File: config.mk
export PLATFORM = sky130hd
export DESIGN_NAME = layer_compositor
export DESIGN_NICKNAME = d
export VERILOG_FILES = /design/src/rtl/layer_compositor.sv
export SDC_FILE = /design/constraint.sdc
export NUM_CORES = 1
export LEC_CHECK = 0
export BUFFER_PORTS_ARGS = -buffer_cell sky130_fd_sc_hd__buf_2
export CAP_MARGIN = 20
export CORE_MARGIN = 2
export CORE_UTILIZATION = 50
export DETAILED_ROUTE_END_ITERATION = 8
export HOLD_SLACK_MARGIN = 0.05
export PLACE_DENSITY = 0.82
export SLEW_MARGIN = 20
export SYNTH_ARGS = -nofsm -noshare
export SYNTH_HDL_FRONTEND = slang
export SYNTH_SLANG_ARGS = --single-unit
File: constraint.sdc
create_clock -name clk -period 6 [get_ports clk]
set_input_delay 0.6 -clock clk [delete_from_list [all_inputs] [get_ports clk]]
set_output_delay 0.6 -clock clk [all_outputs]
set_load 0.02 [all_outputs]
File: src/rtl/layer_compositor.sv
// Priority compositor for LAYERS RGB332 planes with colour keying, a background colour,
// vsync-shadowed configuration, a 2-stage pipeline to RGB888 and a frame counter.
module layer_compositor #(
  parameter int LAYERS = 3,
  parameter int IDX_W  = 3
) (
  input  logic                  clk,
  input  logic                  reset,
  input  logic                  hs_in,
  input  logic                  vs_in,
  input  logic                  blank_in,
  input  logic [8*LAYERS-1:0]   layer_color,
  input  logic                  cfg_we,
  input  logic [1:0]            cfg_addr,
  input  logic [31:0]           cfg_data,
  output logic [7:0]            r_out,
  output logic [7:0]            g_out,
  output logic [7:0]            b_out,
  output logic                  hs_out,
  output logic                  vs_out,
  output logic                  blank_out,
  output logic                  frame_drawn,
  output logic [15:0]           frame_count
);

  localparam int OW = LAYERS * IDX_W;

  function automatic logic [OW-1:0] default_order();
    logic [OW-1:0] o;
    o = '0;
    for (int s = 0; s < LAYERS; s++) o[s*IDX_W +: IDX_W] = IDX_W'(s);
    return o;
  endfunction

  function automatic logic [7:0] expand3(input logic [2:0] c);
    return (c == 3'd0) ? 8'h00 : {c, 5'b11111};
  endfunction

  function automatic logic [7:0] expand2(input logic [1:0] c);
    return (c == 2'd0) ? 8'h00 : {c, 6'b111111};
  endfunction

  // Pending set is written by the host; active set only changes on a vsync rising edge.
  logic [LAYERS-1:0] en_pend_q, en_act_q;
  logic [7:0]        key_pend_q, key_act_q;
  logic [7:0]        bg_pend_q, bg_act_q;
  logic [OW-1:0]     ord_pend_q, ord_act_q;
  logic              vs_prev_q;
  logic              vs_rise;

  logic              unused_cfg;
  assign unused_cfg = ^cfg_data;

  assign vs_rise = vs_in & ~vs_prev_q;

  always_ff @(posedge clk) begin
    if (reset) begin
      en_pend_q  <= '1;
      en_act_q   <= '1;
      key_pend_q <= 8'h00;
      key_act_q  <= 8'h00;
      bg_pend_q  <= 8'h00;
      bg_act_q   <= 8'h00;
      ord_pend_q <= default_order();
      ord_act_q  <= default_order();
      vs_prev_q  <= 1'b0;
    end else begin
      vs_prev_q <= vs_in;
      if (vs_rise) begin
        en_act_q  <= en_pend_q;
        key_act_q <= key_pend_q;
        bg_act_q  <= bg_pend_q;
        ord_act_q <= ord_pend_q;
      end
      if (cfg_we) begin
        case (cfg_addr)
          2'd0:    en_pend_q  <= cfg_data[LAYERS-1:0];
          2'd1:    key_pend_q <= cfg_data[7:0];
          2'd2:    bg_pend_q  <= cfg_data[7:0];
          default: ord_pend_q <= cfg_data[OW-1:0];
        endcase
      end
    end
  end

  logic [LAYERS-1:0] opq_d;
  for (genvar gi = 0; gi < LAYERS; gi++) begin : g_opaque
    assign opq_d[gi] = en_act_q[gi] && (layer_color[8*gi +: 8] != key_act_q);
  end

  // Stage 1 also captures the active order/bg so a pixel is always resolved
  // with the configuration that was active when it entered.
  logic [8*LAYERS-1:0] col_s1_q;
  logic [LAYERS-1:0]   opq_s1_q;
  logic [OW-1:0]       ord_s1_q;
  logic [7:0]          bg_s1_q;
  logic                hs_s1_q, vs_s1_q, blank_s1_q, rise_s1_q;

  always_ff @(posedge clk) begin
    if (reset) begin
      col_s1_q   <= '0;
      opq_s1_q   <= '0;
      ord_s1_q   <= '0;
      bg_s1_q    <= 8'h00;
      hs_s1_q    <= 1'b0;
      vs_s1_q    <= 1'b0;
      blank_s1_q <= 1'b1;
      rise_s1_q  <= 1'b0;
    end else begin
      col_s1_q   <= layer_color;
      opq_s1_q   <= opq_d;
      ord_s1_q   <= ord_act_q;
      bg_s1_q    <= bg_act_q;
      hs_s1_q    <= hs_in;
      vs_s1_q    <= vs_in;
      blank_s1_q <= blank_in;
      rise_s1_q  <= vs_rise;
    end
  end

  // Scan from the bottom slot upward so the lowest-numbered opaque slot wins.
  logic [7:0] sel_d;
  always_comb begin
    sel_d = bg_s1_q;
    for (int s = LAYERS - 1; s >= 0; s--) begin
      for (int p = 0; p < LAYERS; p++) begin
        if ((int'(ord_s1_q[s*IDX_W +: IDX_W]) == p) && opq_s1_q[p]) sel_d = col_s1_q[8*p +: 8];
      end
    end
  end

  logic [7:0]  r_d, g_d, b_d;
  assign r_d = blank_s1_q ? 8'h00 : expand3(sel_d[7:5]);
  assign g_d = blank_s1_q ? 8'h00 : expand3(sel_d[4:2]);
  assign b_d = blank_s1_q ? 8'h00 : expand2(sel_d[1:0]);

  logic [7:0]  r_q, g_q, b_q;
  logic        hs_q, vs_q, blank_q, fd_q;
  logic [15:0] cnt_q;

  always_ff @(posedge clk) begin
    if (reset) begin
      r_q     <= 8'h00;
      g_q     <= 8'h00;
      b_q     <= 8'h00;
      hs_q    <= 1'b0;
      vs_q    <= 1'b0;
      blank_q <= 1'b1;
      fd_q    <= 1'b0;
      cnt_q   <= 16'h0000;
    end else begin
      r_q     <= r_d;
      g_q     <= g_d;
      b_q     <= b_d;
      hs_q    <= hs_s1_q;
      vs_q    <= vs_s1_q;
      blank_q <= blank_s1_q;
      fd_q    <= rise_s1_q;
      cnt_q   <= cnt_q + {15'd0, rise_s1_q};
    end
  end

  assign r_out       = r_q;
  assign g_out       = g_q;
  assign b_out       = b_q;
  assign hs_out      = hs_q;
  assign vs_out      = vs_q;
  assign blank_out   = blank_q;
  assign frame_drawn = fd_q;
  assign frame_count = cnt_q;

endmodule

After elaboration in Yosys (flattened, before gate mapping)
Index checks and enable logic that the tools add are counted.
{"block": "op_classes", "addsub": 1, "n_eq_ne": 11, "muxes": 12, "n_bitwise": 3, "reduce_logical": 28}
{"op": "2-to-1 mux 8 bit", "count": 9}
{"op": "!= test 8 bit", "count": 3}
{"op": "adder 16 x 1 -> 16 bit", "count": 1}
{"op": "logical NOT 3 bit", "count": 5}
{"op": "logical AND 1 bit", "count": 12}
{"op": "OR reduction 3 bit", "count": 4}
{"op": "2-to-1 mux 5 bit", "count": 2}
{"op": "== test 3 x 2 -> 1 bit, second input constant", "count": 3}
{"op": "== test 3 bit, second input constant", "count": 3}
{"op": "AND reduction 2 bit", "count": 4}
{"op": "2-to-1 mux 6 bit", "count": 1}
{"op": "logical NOT 2 bit", "count": 2}
{"op": "== test 2 x 1 -> 1 bit, second input constant", "count": 1}
{"op": "== test 2 bit, second input constant", "count": 1}
{"op": "inverter 1 bit", "count": 2}
{"op": "OR reduction 2 bit", "count": 1}
{"op": "bitwise AND 1 bit", "count": 1}
{"block": "totals", "register_bits": 148, "in_bits": 64, "output_inout_bits": 44, "wordCells": 82}

Longest topological paths before layout
{"block": "logic_depth", "ltp_word": 13, "mapped_depth": 8, "depth_no_buf": 6}

Worst setup path before layout
No wires, ideal clock.
{"block": "synth_timing", "kind": "reg2reg", "startpoint": "register ord_s1_q[3]", "endpoint": "register g_q[3], in the netlist g_out[3]", "setup_time_ns": 0.120, "arrival_ns": 1.785, "path_slack_ns": 4.095, "stages_incl_launch_ff": 8, "path_buffers": 2, "period_less_slack_ns": 1.905, "path_cell_list": "dfxtp_1 -> buf_6 -> or4b_4 -> buf_6 -> o22a_1 -> o31ai_1 -> a21oi_1 -> or2_1"}
{"block": "synth_between", "elab_chain_cells": 10}
{"item": "start: declaration", "line_no": "95", "text": "logic [OW-1:0] ord_s1_q;"}
{"item": "start signal: assignment", "line_no": "112", "text": "ord_s1_q <= ord_act_q;"}
{"item": "logical NOT 3 bit", "line_no": "127", "text": "if ((int'(ord_s1_q[s*IDX_W +: IDX_W]) == p) && opq_s1_q[p]) sel_d = col_s1_q[8*p +: 8];"}
{"item": "logical AND 1 bit", "line_no": "127"}
{"item": "2-to-1 mux 8 bit (2 in series)", "line_no": "127"}
{"item": "2-to-1 mux 8 bit * (4 in series)", "line_no": "127"}
{"item": "logical NOT 3 bit *", "line_no": "36", "text": "return (c == 3'd0) ? 8'h00 : {c, 5'b11111};"}
{"item": "2-to-1 mux 5 bit *", "line_no": "36"}
{"item": "end signal: assignment", "line_no": "153", "text": "g_q <= g_d;"}
{"item": "end: declaration", "line_no": "137", "text": "logic [7:0] r_q, g_q, b_q;"}
Every way passes the cells marked *; elsewhere a longest branch is shown, timed or not.
A chain may end at the register's enable or synchronous reset.

Worst setup path in the final report
{"block": "layout_timing", "startpoint": "register opq_s1_q[0]", "endpoint": "register g_q[3], in the netlist g_out[3]"}
{"block": "layout_between", "elab_chain_cells": 12}
{"item": "start: declaration", "line_no": "94", "text": "logic [LAYERS-1:0] opq_s1_q;"}
{"item": "start signal: assignment", "line_no": "111", "text": "opq_s1_q <= opq_d;"}
{"item": "logical AND 1 bit", "line_no": "127"}
{"item": "2-to-1 mux 8 bit (6 in series)", "line_no": "127"}
{"item": "2-to-1 mux 8 bit * (3 in series)", "line_no": "127"}
{"item": "logical NOT 3 bit *", "line_no": "36"}
{"item": "2-to-1 mux 5 bit *", "line_no": "36"}
Marked as above.

==> flow_summary.toml <==
[route]
vias_per_cell = 5.66
drc = 0
wl_mm = 13.5
drt_iter0_drc = 237
vias = 4521
ant_nets = 0
avgRoutedWirePerCell_um = 16.9
drt_first_pass_iters = 5

[floorplanning]
placementRows = 38
io_pins = 108
core-area_mm2 = 0.0109
die-area_mm2 = 0.0121
dieHeight_um = 110
start_util_pct = 51.5
die_w_um = 110

[cts]
cts.sinks = 135
clk_latency_ps = 520
cts.hold.buffers_added = 0
numCtsBuffers = 17
cts_buffer_depth = 2
post_cts_resized = 0
cts_tree = "yes"
root_buffer = "clkbuf_8"
h-tree-depth = 4
path_clk_slew_ps = 60
post_cts_buffers = 0

[run_status]
status = "finished clean"

[placement]
placed_cells = 767
place_hpwl_mm = 9.53
gp_congestion = 0.952
placed_area_mm2 = 0.00597
portBuffers = 84

[critical_path]
worst_path_most_repeated_cell = "nand3_1"
cp_cell_sequence = "or4b_1 -> nand3_1 -> nand3_1 -> o31ai_1 -> a21oi_1 -> or2_1"
arrival_ps = 2750
r2r_start = "opq_s1_q[0]"
r2r_setup_slack_ps = 3660
r2r-end = "g_out[3]"
max_stage_delay_ps = 780
ff2ff_path_depth = 6
start_kind = "flop"
critical_path.max_fanout = 16
critPathRequiredTime_ps = 6410
cp-end-kind = "flop"
path_class = "reg -> reg"
cp_slowest_cell = "or4b_1"

[synth]
synth_cells = 589
ys.flop_type = "dfxtp_1"
async_flop_share_pct = 0
synth_area_mm2 = 0.00561
ys_types = 58
synth_edf_count = 0
synth_warnings = 0
ys_ff_latch = 135
avgSynthCellArea_um2 = 9.53
synth_seq_area_share_pct = 48.2
syn_nets = 655

[layout]
layout-drive-gt1-share_pct = 19.6
diodes = 0
nets = 712
final_area_mm2 = 0.00656
final_cells = 799
fillers = 899
areaGrowthSynthToFinish_pct = 17.0
layout_commonest_cell = "dfxtp_1"
final_cell_mix = "dfxtp_1, buf_2, nand2_1, nor2b_1, nor2_1"

[sta]
worstMarginPinSlew_ps = 1030
fmax_mhz = 428
clock-skew-final_ps = 5.32
setup_viol = 0
timing.slew.headroom_pct = 30.9
finalHoldViolCount = 0
rsz0062_at_grt = "false"
setup_tns_ps = 0
post-route-period-util_pct = 39.0
slew_violations = 0
period_minus_slack_ps = 2340

[min_path]
worstHoldStart = "blank_in"
hold_class = "in -> reg"
hold_end = "blank_s1_q"
min_delay_path_depth = 2

[flow_run]
maxCapViolations = 0

[global_route]
antenna_found_initial = 0
grt_pass1_vias = 4384
grt_max_degree = 75
gr-total-overflow = 0
grt_usage_pct = 23.4
grt_pass1_wl_mm = 21.3

[pwr]
ir_drop_mv = 0.302
leakagePower_nw = 2.89
power_density_mw_per_mm2 = 339
==> worst max-delay path, delay by kind of cell, from the launching register on <==
kind             cells  cell delay, ps
AO/OA/AOI/OAI        2             440
flip-flops           1             460
AND/OR/NAND/NOR      4            1330
==> flip-flops by register name, indices dropped and copies added, names as in the netlist, 8 cells and up <==
register,cells
ord_s1_q,9
frame_count,16
ord_act_q,9
col_s1_q,24
bg_pend_q,8
bg_s1_q,8
key_pend_q,8
ord_pend_q,9
bg_act_q,8
key_act_q,8
==> kinds of logic (layout without fill, tap and decap cells) <==
group	after synthesis	count (layout)	synth area share, %
buf+inv	49	119	4.82
simple gates	241	241	24.1
xor+xnor	35	35	5.46
mux	25	25	4.48
fa+ha+maj	2	2	0.446
compound gates	102	102	12.5
flops	135	135	48.2
==> per-layer routing <==
layer  global-route usage, %  share of wire (%)
met5                       0                  0
met4                    10.0                2.8
met3                    6.52                6.2
met2                    40.8                 50
met1                    26.5                 41
==> through the flow <==
step	setup WS, ps	hold WS (ps)	utilization, %	power (mW)
3_3_place_gp	3470	420	54.7	1.19
4_1_cts	3450	251	60.2	2.23
3_5_place_dp	3470	427	54.8	1.20
5_1_grt	3490	245	60.3	2.29
6_report	3660	266	60.3	2.22
2_1_floorplan	4090	414	-	1.14
==> report_power, final <==
group	switching [mW]	internal, mW
combinational	0.121	0.0891
clock	0.400	0.639
sequential	0.0354	0.938
==> layout make-up <==
class / count / area (um^2) / share of cell area, %
inverters: 1 / 3.75 / 0.0572
well taps: 140 / 175 / 2.67
clock inverters: 13 / 166 / 2.54
clock buffers: 19 / 422 / 6.42
flip-flops and latches: 135 / 2700 / 41.2
repair buffers: 86 / 435 / 6.63
multi-input cells: 405 / 2660 / 40.5
==> Yosys cell counts (3+ instances only) <==
cell         n  area [um^2]
dfxtp_1    135         2700
nand2_1     58          218
nor2b_1     54          338
nor2_1      42          158
xor2_1      30          263
a21oi_1     28          140
clkbuf_1    25         93.8
mux2i_1     24          240
o22a_1      20          175
buf_4       14          105
nand3_1     13         65.1
o21ai_0     11         55.1
o22ai_1     10         62.6
nand3b_1     9         67.6
nand4b_1     8         70.1
nor3_1       7         35.0
nor4_1       7         43.8
nand2b_1     6         37.5
nand4bb_1    6         67.6
a31oi_1      5         31.3
xnor2_1      5         43.8
buf_6        4         45.0
nand4_1      4         25.0
a211o_1      3         26.3
a41oi_1      3         26.3
and3_1       3         18.8
buf_2        3         15.0
nand3_2      3         30.0
o211ai_1     3         22.5
or3_1        3         18.8
==> worst max path at each step <==
| stage | startpoint | endpoint | slack, ps | depth (start not counted) |
|---|---|---|---|---|
| 4_1_cts | ord_s1_q[7] | g_out[3] | 3450 | 6 |
| 2_1_floorplan | ord_s1_q[3] | g_out[3] | 4090 | 7 |
| 3_3_place_gp | vs_in | ord_act_q[8] | 3470 | 4 |
| 6_report | opq_s1_q[0] | g_out[3] | 3660 | 6 |
| 5_1_grt | vs_s1_q | bg_act_q[0] | 3490 | 3 |
| 3_5_place_dp | vs_in | ord_act_q[5] | 3470 | 4 |
Power figures use the tool's default switching activity.
